File: src/rtl/ex_mul_div.sv
`default_nettype none
// ============================================================================
// Module      : ex_mul_div
// Description : Iterative multiply/divide unit for the EX stage. It owns the
//               architectural HI/LO registers. MULT/MULTU use radix-2
//               shift-add and DIV/DIVU use restoring division, both on
//               32-bit magnitudes with a sign fixup in a final cycle. Every
//               operation takes 34 edges from the start edge to the point
//               where the unit is idle again.
// Ports       : clk       - pipeline clock (rising edge)
//               rst_n     - asynchronous active-low reset
//               start     - EX instruction is a mul/div (sampled in IDLE)
//               op        - 00 MULT, 01 MULTU, 10 DIV, 11 DIVU
//               DatoLec1  - rs operand (multiplicand / dividend)
//               DatoLec2  - rt operand (multiplier / divisor)
//               hi_we     - MTHI write enable (honoured in IDLE only)
//               lo_we     - MTLO write enable (honoured in IDLE only)
//               wdata     - MTHI/MTLO data
//               busy      - operation in flight (registered, state != IDLE)
//               done      - one-cycle pulse after HI/LO take a result
//               hi, lo    - HI/LO register contents
// Revision    : 1.0 - initial release
// ============================================================================
module ex_mul_div (
    input  logic        clk,
    input  logic        rst_n,
    input  logic        start,
    input  logic [1:0]  op,
    input  logic [31:0] DatoLec1,
    input  logic [31:0] DatoLec2,
    input  logic        hi_we,
    input  logic        lo_we,
    input  logic [31:0] wdata,
    output logic        busy,
    output logic        done,
    output logic [31:0] hi,
    output logic [31:0] lo
);

    localparam logic [1:0] S_IDLE = 2'd0;
    localparam logic [1:0] S_CALC = 2'd1;
    localparam logic [1:0] S_FIX  = 2'd2;

    localparam logic [5:0] C_LAST_ITER = 6'd31;

    // ------------------------------------------------------------------------
    // State and datapath registers
    // ------------------------------------------------------------------------
    logic [1:0]  r_state;
    logic [5:0]  r_cnt;
    logic        r_op_div;    // latched op[1]: 1 = divide, 0 = multiply
    logic [31:0] r_mag_a;     // |multiplicand| or |dividend|
    logic [31:0] r_mag_b;     // |multiplier| or |divisor|
    logic [31:0] r_raw_a;     // dividend as presented, for divide-by-zero
    logic        r_neg_res;   // operand signs differ
    logic        r_neg_a;     // dividend was negative (remainder sign)
    logic [63:0] r_acc;
    logic [32:0] r_rem;
    logic [31:0] r_quo;
    logic [31:0] r_hi;
    logic [31:0] r_lo;
    logic        r_busy;
    logic        r_done;

    // ------------------------------------------------------------------------
    // Combinational signals
    // ------------------------------------------------------------------------
    logic [1:0]  w_state_nxt;
    logic        w_load;
    logic        w_iter;
    logic        w_fix;
    logic        w_mt_ok;

    logic        w_signed;
    logic        w_sign_a;
    logic        w_sign_b;
    logic [31:0] w_abs_a;
    logic [31:0] w_abs_b;

    logic [4:0]  w_bit_idx;
    logic [63:0] w_addend;
    logic [32:0] w_rem_sh;
    logic [32:0] w_rem_sub;
    logic        w_rem_ge;

    logic        w_div_zero;
    logic [63:0] w_prod_fix;
    logic [31:0] w_quo_fix;
    logic [31:0] w_rem_fix;

    // ------------------------------------------------------------------------
    // FSM: state register
    // ------------------------------------------------------------------------
    always_ff @(posedge clk or negedge rst_n) begin
        if (!rst_n) begin
            r_state <= S_IDLE;
        end else begin
            r_state <= w_state_nxt;
        end
    end

    // ------------------------------------------------------------------------
    // FSM: next-state logic
    // ------------------------------------------------------------------------
    always_comb begin
        w_state_nxt = r_state;
        case (r_state)
            S_IDLE: begin
                if (start) begin
                    w_state_nxt = S_CALC;
                end
            end
            S_CALC: begin
                if (r_cnt == C_LAST_ITER) begin
                    w_state_nxt = S_FIX;
                end
            end
            S_FIX: begin
                w_state_nxt = S_IDLE;
            end
            default: begin
                w_state_nxt = S_IDLE;
            end
        endcase
    end

    // ------------------------------------------------------------------------
    // FSM: output decode
    // ------------------------------------------------------------------------
    always_comb begin
        w_load  = 1'b0;
        w_iter  = 1'b0;
        w_fix   = 1'b0;
        w_mt_ok = 1'b0;
        case (r_state)
            S_IDLE: begin
                w_load  = start;
                w_mt_ok = 1'b1;
            end
            S_CALC: begin
                w_iter = 1'b1;
            end
            S_FIX: begin
                w_fix = 1'b1;
            end
            default: begin
                w_mt_ok = 1'b0;
            end
        endcase
    end

    // ------------------------------------------------------------------------
    // Operand conditioning: op[0] = 0 selects the signed variants.
    // Two's-complement negation of 0x8000_0000 yields 0x8000_0000, which is
    // the correct unsigned magnitude.
    // ------------------------------------------------------------------------
    assign w_signed = ~op[0];
    assign w_sign_a = w_signed & DatoLec1[31];
    assign w_sign_b = w_signed & DatoLec2[31];
    assign w_abs_a  = w_sign_a ? (~DatoLec1 + 32'd1) : DatoLec1;
    assign w_abs_b  = w_sign_b ? (~DatoLec2 + 32'd1) : DatoLec2;

    // ------------------------------------------------------------------------
    // Per-iteration arithmetic
    // ------------------------------------------------------------------------
    // Multiply consumes multiplier bits LSB-first (index = count); divide
    // consumes dividend bits MSB-first (index = 31 - count).
    assign w_bit_idx = ~r_cnt[4:0];

    assign w_addend  = r_mag_b[r_cnt[4:0]] ? ({32'd0, r_mag_a} << r_cnt[4:0])
                                           : 64'd0;

    // The partial remainder is always below the divisor, so the shifted value
    // fits in 33 bits without loss.
    assign w_rem_sh  = (r_rem << 1) | {32'd0, r_mag_a[w_bit_idx]};
    assign w_rem_ge  = (w_rem_sh >= {1'b0, r_mag_b});
    assign w_rem_sub = w_rem_sh - {1'b0, r_mag_b};

    // ------------------------------------------------------------------------
    // Sign fixup applied on the FIX edge
    // ------------------------------------------------------------------------
    assign w_div_zero = (r_mag_b == 32'd0);
    assign w_prod_fix = r_neg_res ? (~r_acc + 64'd1) : r_acc;
    assign w_quo_fix  = r_neg_res ? (~r_quo + 32'd1) : r_quo;
    assign w_rem_fix  = r_neg_a ? (~r_rem[31:0] + 32'd1) : r_rem[31:0];

    // ------------------------------------------------------------------------
    // Datapath registers
    // ------------------------------------------------------------------------
    always_ff @(posedge clk or negedge rst_n) begin
        if (!rst_n) begin
            r_cnt     <= 6'd0;
            r_op_div  <= 1'b0;
            r_mag_a   <= 32'd0;
            r_mag_b   <= 32'd0;
            r_raw_a   <= 32'd0;
            r_neg_res <= 1'b0;
            r_neg_a   <= 1'b0;
            r_acc     <= 64'd0;
            r_rem     <= 33'd0;
            r_quo     <= 32'd0;
        end else if (w_load) begin
            r_cnt     <= 6'd0;
            r_op_div  <= op[1];
            r_mag_a   <= w_abs_a;
            r_mag_b   <= w_abs_b;
            r_raw_a   <= DatoLec1;
            r_neg_res <= w_sign_a ^ w_sign_b;
            r_neg_a   <= w_sign_a;
            r_acc     <= 64'd0;
            r_rem     <= 33'd0;
            r_quo     <= 32'd0;
        end else if (w_iter) begin
            r_cnt <= r_cnt + 6'd1;
            if (r_op_div) begin
                r_rem <= w_rem_ge ? w_rem_sub : w_rem_sh;
                r_quo <= {r_quo[30:0], w_rem_ge};
            end else begin
                r_acc <= r_acc + w_addend;
            end
        end
    end

    // ------------------------------------------------------------------------
    // HI/LO registers: results land on FIX; MTHI/MTLO only while idle.
    // ------------------------------------------------------------------------
    always_ff @(posedge clk or negedge rst_n) begin
        if (!rst_n) begin
            r_hi <= 32'd0;
            r_lo <= 32'd0;
        end else if (w_fix) begin
            if (!r_op_div) begin
                r_hi <= w_prod_fix[63:32];
                r_lo <= w_prod_fix[31:0];
            end else if (w_div_zero) begin
                r_hi <= r_raw_a;
                r_lo <= 32'hFFFF_FFFF;
            end else begin
                r_hi <= w_rem_fix;
                r_lo <= w_quo_fix;
            end
        end else if (w_mt_ok) begin
            if (hi_we) begin
                r_hi <= wdata;
            end
            if (lo_we) begin
                r_lo <= wdata;
            end
        end
    end

    // ------------------------------------------------------------------------
    // Status flags, registered from the next-state decode
    // ------------------------------------------------------------------------
    always_ff @(posedge clk or negedge rst_n) begin
        if (!rst_n) begin
            r_busy <= 1'b0;
            r_done <= 1'b0;
        end else begin
            r_busy <= (w_state_nxt != S_IDLE);
            r_done <= w_fix;
        end
    end

    assign busy = r_busy;
    assign done = r_done;
    assign hi   = r_hi;
    assign lo   = r_lo;

endmodule
`default_nettype wire

File: config.mk
export PLATFORM = sky130hd
export DESIGN_NAME = ex_mul_div
export DESIGN_NICKNAME = d
export VERILOG_FILES = /design/src/rtl/ex_mul_div.sv
export SDC_FILE = /design/constraint.sdc
export NUM_CORES = 1
export LEC_CHECK = 0
export ABC_AREA = 0
export BUFFER_PORTS_ARGS = -buffer_cell sky130_fd_sc_hd__buf_2
export CAP_MARGIN = 15
export CELL_PAD_IN_SITES_DETAIL_PLACEMENT = 2
export CELL_PAD_IN_SITES_GLOBAL_PLACEMENT = 2
export CORE_ASPECT_RATIO = 1.5
export CORE_MARGIN = 2
export CORE_UTILIZATION = 37
export CTS_CLUSTER_SIZE = 24
export DETAILED_ROUTE_END_ITERATION = 10
export GPL_TIMING_DRIVEN = 0
export PLACE_DENSITY_LB_ADDON = 0.1
export SYNTH_ARGS = -nofsm -noshare
export SYNTH_HDL_FRONTEND = slang
export SYNTH_SLANG_ARGS = --single-unit
File: constraint.sdc
create_clock -name clk -period 6.8 [get_ports clk]
set_input_delay 1.7 -clock clk [delete_from_list [all_inputs] [get_ports clk]]
set_output_delay 1.7 -clock clk [all_outputs]
set_load 0.03 [all_outputs]
==> results.tsv <==
metric	value	unit
WL final	124	mm
P_leak	12.0	nW
Critical R2R Capture	r_acc[60]	
RSZ-0062 raised after global routing	no	
clock buffer depth	3	
Num CTS Buffers	36	
antenna-violating nets left	0	
Synth Cell Area	0.0241	mm²
routed wl met2	65.6	mm
IO buf count	168	
die area	0.0673	mm²
slowest stage cell, crit path	nor3_1	
Overflow after GRT	0	
TritonCTS clock tree	built	
Iter 0 DRT Violations	1467	
antenna violations before repair	8	
P per Cell Area	641	mW/mm²
Crit path buffers/inverters	4	
DRC	0	
CP Launch Point	r_cnt[0]	
crit path kind	flop to flop	
start of the worst register-to-register path	r_cnt[0]	
H-tree levels	2	
final hold violations	0	
Area Growth Syn to Fin	14.0	%
post-synthesis sequential area ratio	0.311	
max cap viols	0	
Final Skew	0.0281	ns
Initial Util	0.374	
metal3 WL	3.94	mm
Post-CTS Hold Buffers	0	
final worst path period need	6.59	ns
Min-Delay Path Class	flop to flop	
gr usage total	0.370	
chip height	317	µm
highest-count cells in the layout ignoring fill and taps	nand2_1 (480), o21ai_0 (367), dfrtp_1 (300)	
design area	0.0275	mm²
first-pass GRT wire length	183	mm
Fill cells	7572	
met1 WL	44.3	mm
FP Rows	114	
Clk Latency, worst-skew pair	0.59	ns
Yosys reg bits	300	
routability cong.	0.986	
dpl hpwl	102	mm
fmax	0.152	GHz
R2R setup slack	0.21	ns
clk slew on worst S/H paths	0.07	ns
cell depth of the worst setup path	19	
commonest non-fill, non-tap cell in the layout	nand2_1	
Worst Hold Slack	0.490	ns
VDD IR max	305	µV
Die W	213	µm
Post-synth EDFFs	0	
CTS root buffer	clkbuf_16	
Final Cycle Share	0.969	
CP cell instances	buf_4, buf_4, clkbuf_4, mux4_2, mux2i_1, mux2i_1, nor2b_1, ha_1, a21oi_1, o21ai_0, a21oi_1, o221a_2, a2111oi_1, nor3_1, nor4_2, buf_4, a31oi_1, xor2_1, o21ai_0	
status	finished, final reports clean	
pin count of the biggest net entering global routing	113	
Startpoint Class	flop	
setup violators final	0	
core outline area	0.0645	mm²
Critical Path Sink Type	flop	
worst-case reg-to-reg path depth	19	
Ys Warns	0	
CP most frequent cell	buf_4	
Least-Margin Pin Slew	1.11	ns
Largest delay share family, worst path	compound AO/OA/AOI/OAI gates	
CP Data Arrival Time	7.04	ns
Vias/cell	6.07	
CP max stage delay	0.81	ns
layout cells sized above 1	0.107	
fin nets	3453	
Clock Sinks	300	
Critical path destination	r_acc[60]	
Area after DPL	0.0261	mm²
Wirelength per Cell	29.9	µm
Top Ports	169	
Syn Nets	3246	
total number of vias	25168	
hold depth	2	
Max Transition Viols Final	0	
crit-path max FO	10	
Synth cell types	77	
Post-synth ARST share	1.00	
Main synth FF type	dfrtp_1	
uppermost routed layer	met5	
DRT Pass-1 Iters	5	
Post-Syn Area per Cell	7.94	µm²
vias in the first global route	27801	
worst endpoint required time	7.25	ns
Gate Count Post-Synth	3040	
Worst slew margin	0.256	
-- cell families after synthesis --
| family | count (synthesis) | share of synthesized area |
|---|---|---|
| adder cells (fa/ha/maj) | 103 | 0.0540 |
| flip-flops | 300 | 0.311 |
| XOR/XNOR | 263 | 0.0954 |
| AO/OA/AOI/OAI | 976 | 0.245 |
| AND/OR/NAND/NOR | 1008 | 0.187 |
| buffers and inverters | 271 | 0.0425 |
| multiplexers | 119 | 0.0652 |
-- cells in the mapped netlist, drive strengths merged, types with 24 or more instances --
cell	count	area (µm²)
or3	30	198
o31ai	54	433
nor2	225	845
nor4	28	175
a211oi	24	180
nand2	481	1810
buf	24	97.6
dfrtp	300	7510
a21o	58	435
nor2b	27	169
clkbuf	162	608
nor3	40	200
mux4	28	631
xnor2	155	1360
xor2	108	946
a22o	39	342
nand2b	25	156
nand3	35	175
inv	84	315
o21ai	380	1910
mux2i	66	661
ha	101	1260
mux2	25	282
nand4	34	213
a21oi	251	1260
-- power breakdown --
group | internal (mW) | switching, mW
logic | 3.94 | 7.72
clock network | 1.21 | 0.872
registers | 2.59 | 1.30
-- worst min path at each step --
stage / from / to / slack [ns]
CTS: hi[30] / hi[30] / 0.49
detailed placement: hi[30] / hi[30] / 0.48
floorplan: r_raw_a[10] / r_raw_a[10] / 0.44
finish: hi[30] / hi[30] / 0.49
global route: lo[9] / lo[9] / 0.52
global placement: lo[11] / lo[11] / 0.46
-- cell type report --
class	count	area, µm²	area share
diodes	3	7.51	0.000273
flip-flops and latches	300	7510	0.273
well taps	870	1090	0.0396
repair buffers	172	918	0.0334
multi-input cells	2469	15700	0.572
clock buffers	47	1010	0.0368
inverters	85	319	0.0116
clock inverters	16	209	0.00759
plain buffers	183	719	0.0261
-- per-stage QoR --
step                setup slack [ns]   util  cells  TNS (ns)  power [mW]
finish                         0.208  0.427   4145         0        17.6
detailed placement             -1.85  0.405   4080    -54.07        15.2
global route                  0.0175  0.427   4145         0        18.7
CTS                           0.0300  0.426   4142         0        17.5
floorplan                       1.43      -   3040         0        10.8
global placement               -2.02  0.404   4078   -626.38        14.8
-- state kept, by name, summed over array words and instances (netlist names) --
| register | flops |
|---|---|
| r_op_div | 1 |
| r_acc | 64 |
| lo | 32 |
| r_cnt | 6 |
| done | 1 |
| r_rem | 32 |
| r_neg_a | 1 |
| busy | 1 |
| r_state | 2 |
| hi | 32 |
| r_mag_b | 32 |
| r_neg_res | 1 |
| r_mag_a | 32 |
| r_quo | 32 |
| r_raw_a | 31 |
-- worst reg2reg max path: stages (launching register included) --
cell	delay, ns
dfrtp_1	0.56
buf_4	0.35
buf_4	0.31
clkbuf_4	0.31
mux4_2	0.58
mux2i_1	0.63
mux2i_1	0.25
nor2b_1	0.29
ha_1	0.47
a21oi_1	0.28
o21ai_0	0.12
a21oi_1	0.32
o221a_2	0.33
a2111oi_1	0.11
nor3_1	0.81
nor4_2	0.05
buf_4	0.19
a31oi_1	0.24
xor2_1	0.17
o21ai_0	0.09
-- routing by layer --
| metal | track usage | vias up |
|---|---|---|
| met5 | 0 | - |
| met1 | 0.381 | 12980 |
| met2 | 0.691 | 587 |
| met3 | 0.0449 | 310 |
| met4 | 0.260 | 8 |
| li1 | - | 11283 |
-- what timing repair did --
item | in CTS | in global routing
setup buffers | 0 | 1
setup endpoints to repair | 76 | 29
resized for setup | 34 | 21
cloned | 0 | 0
pin swaps | 1 | 1
No activity file was read; power rests on OpenSTA's default activity.
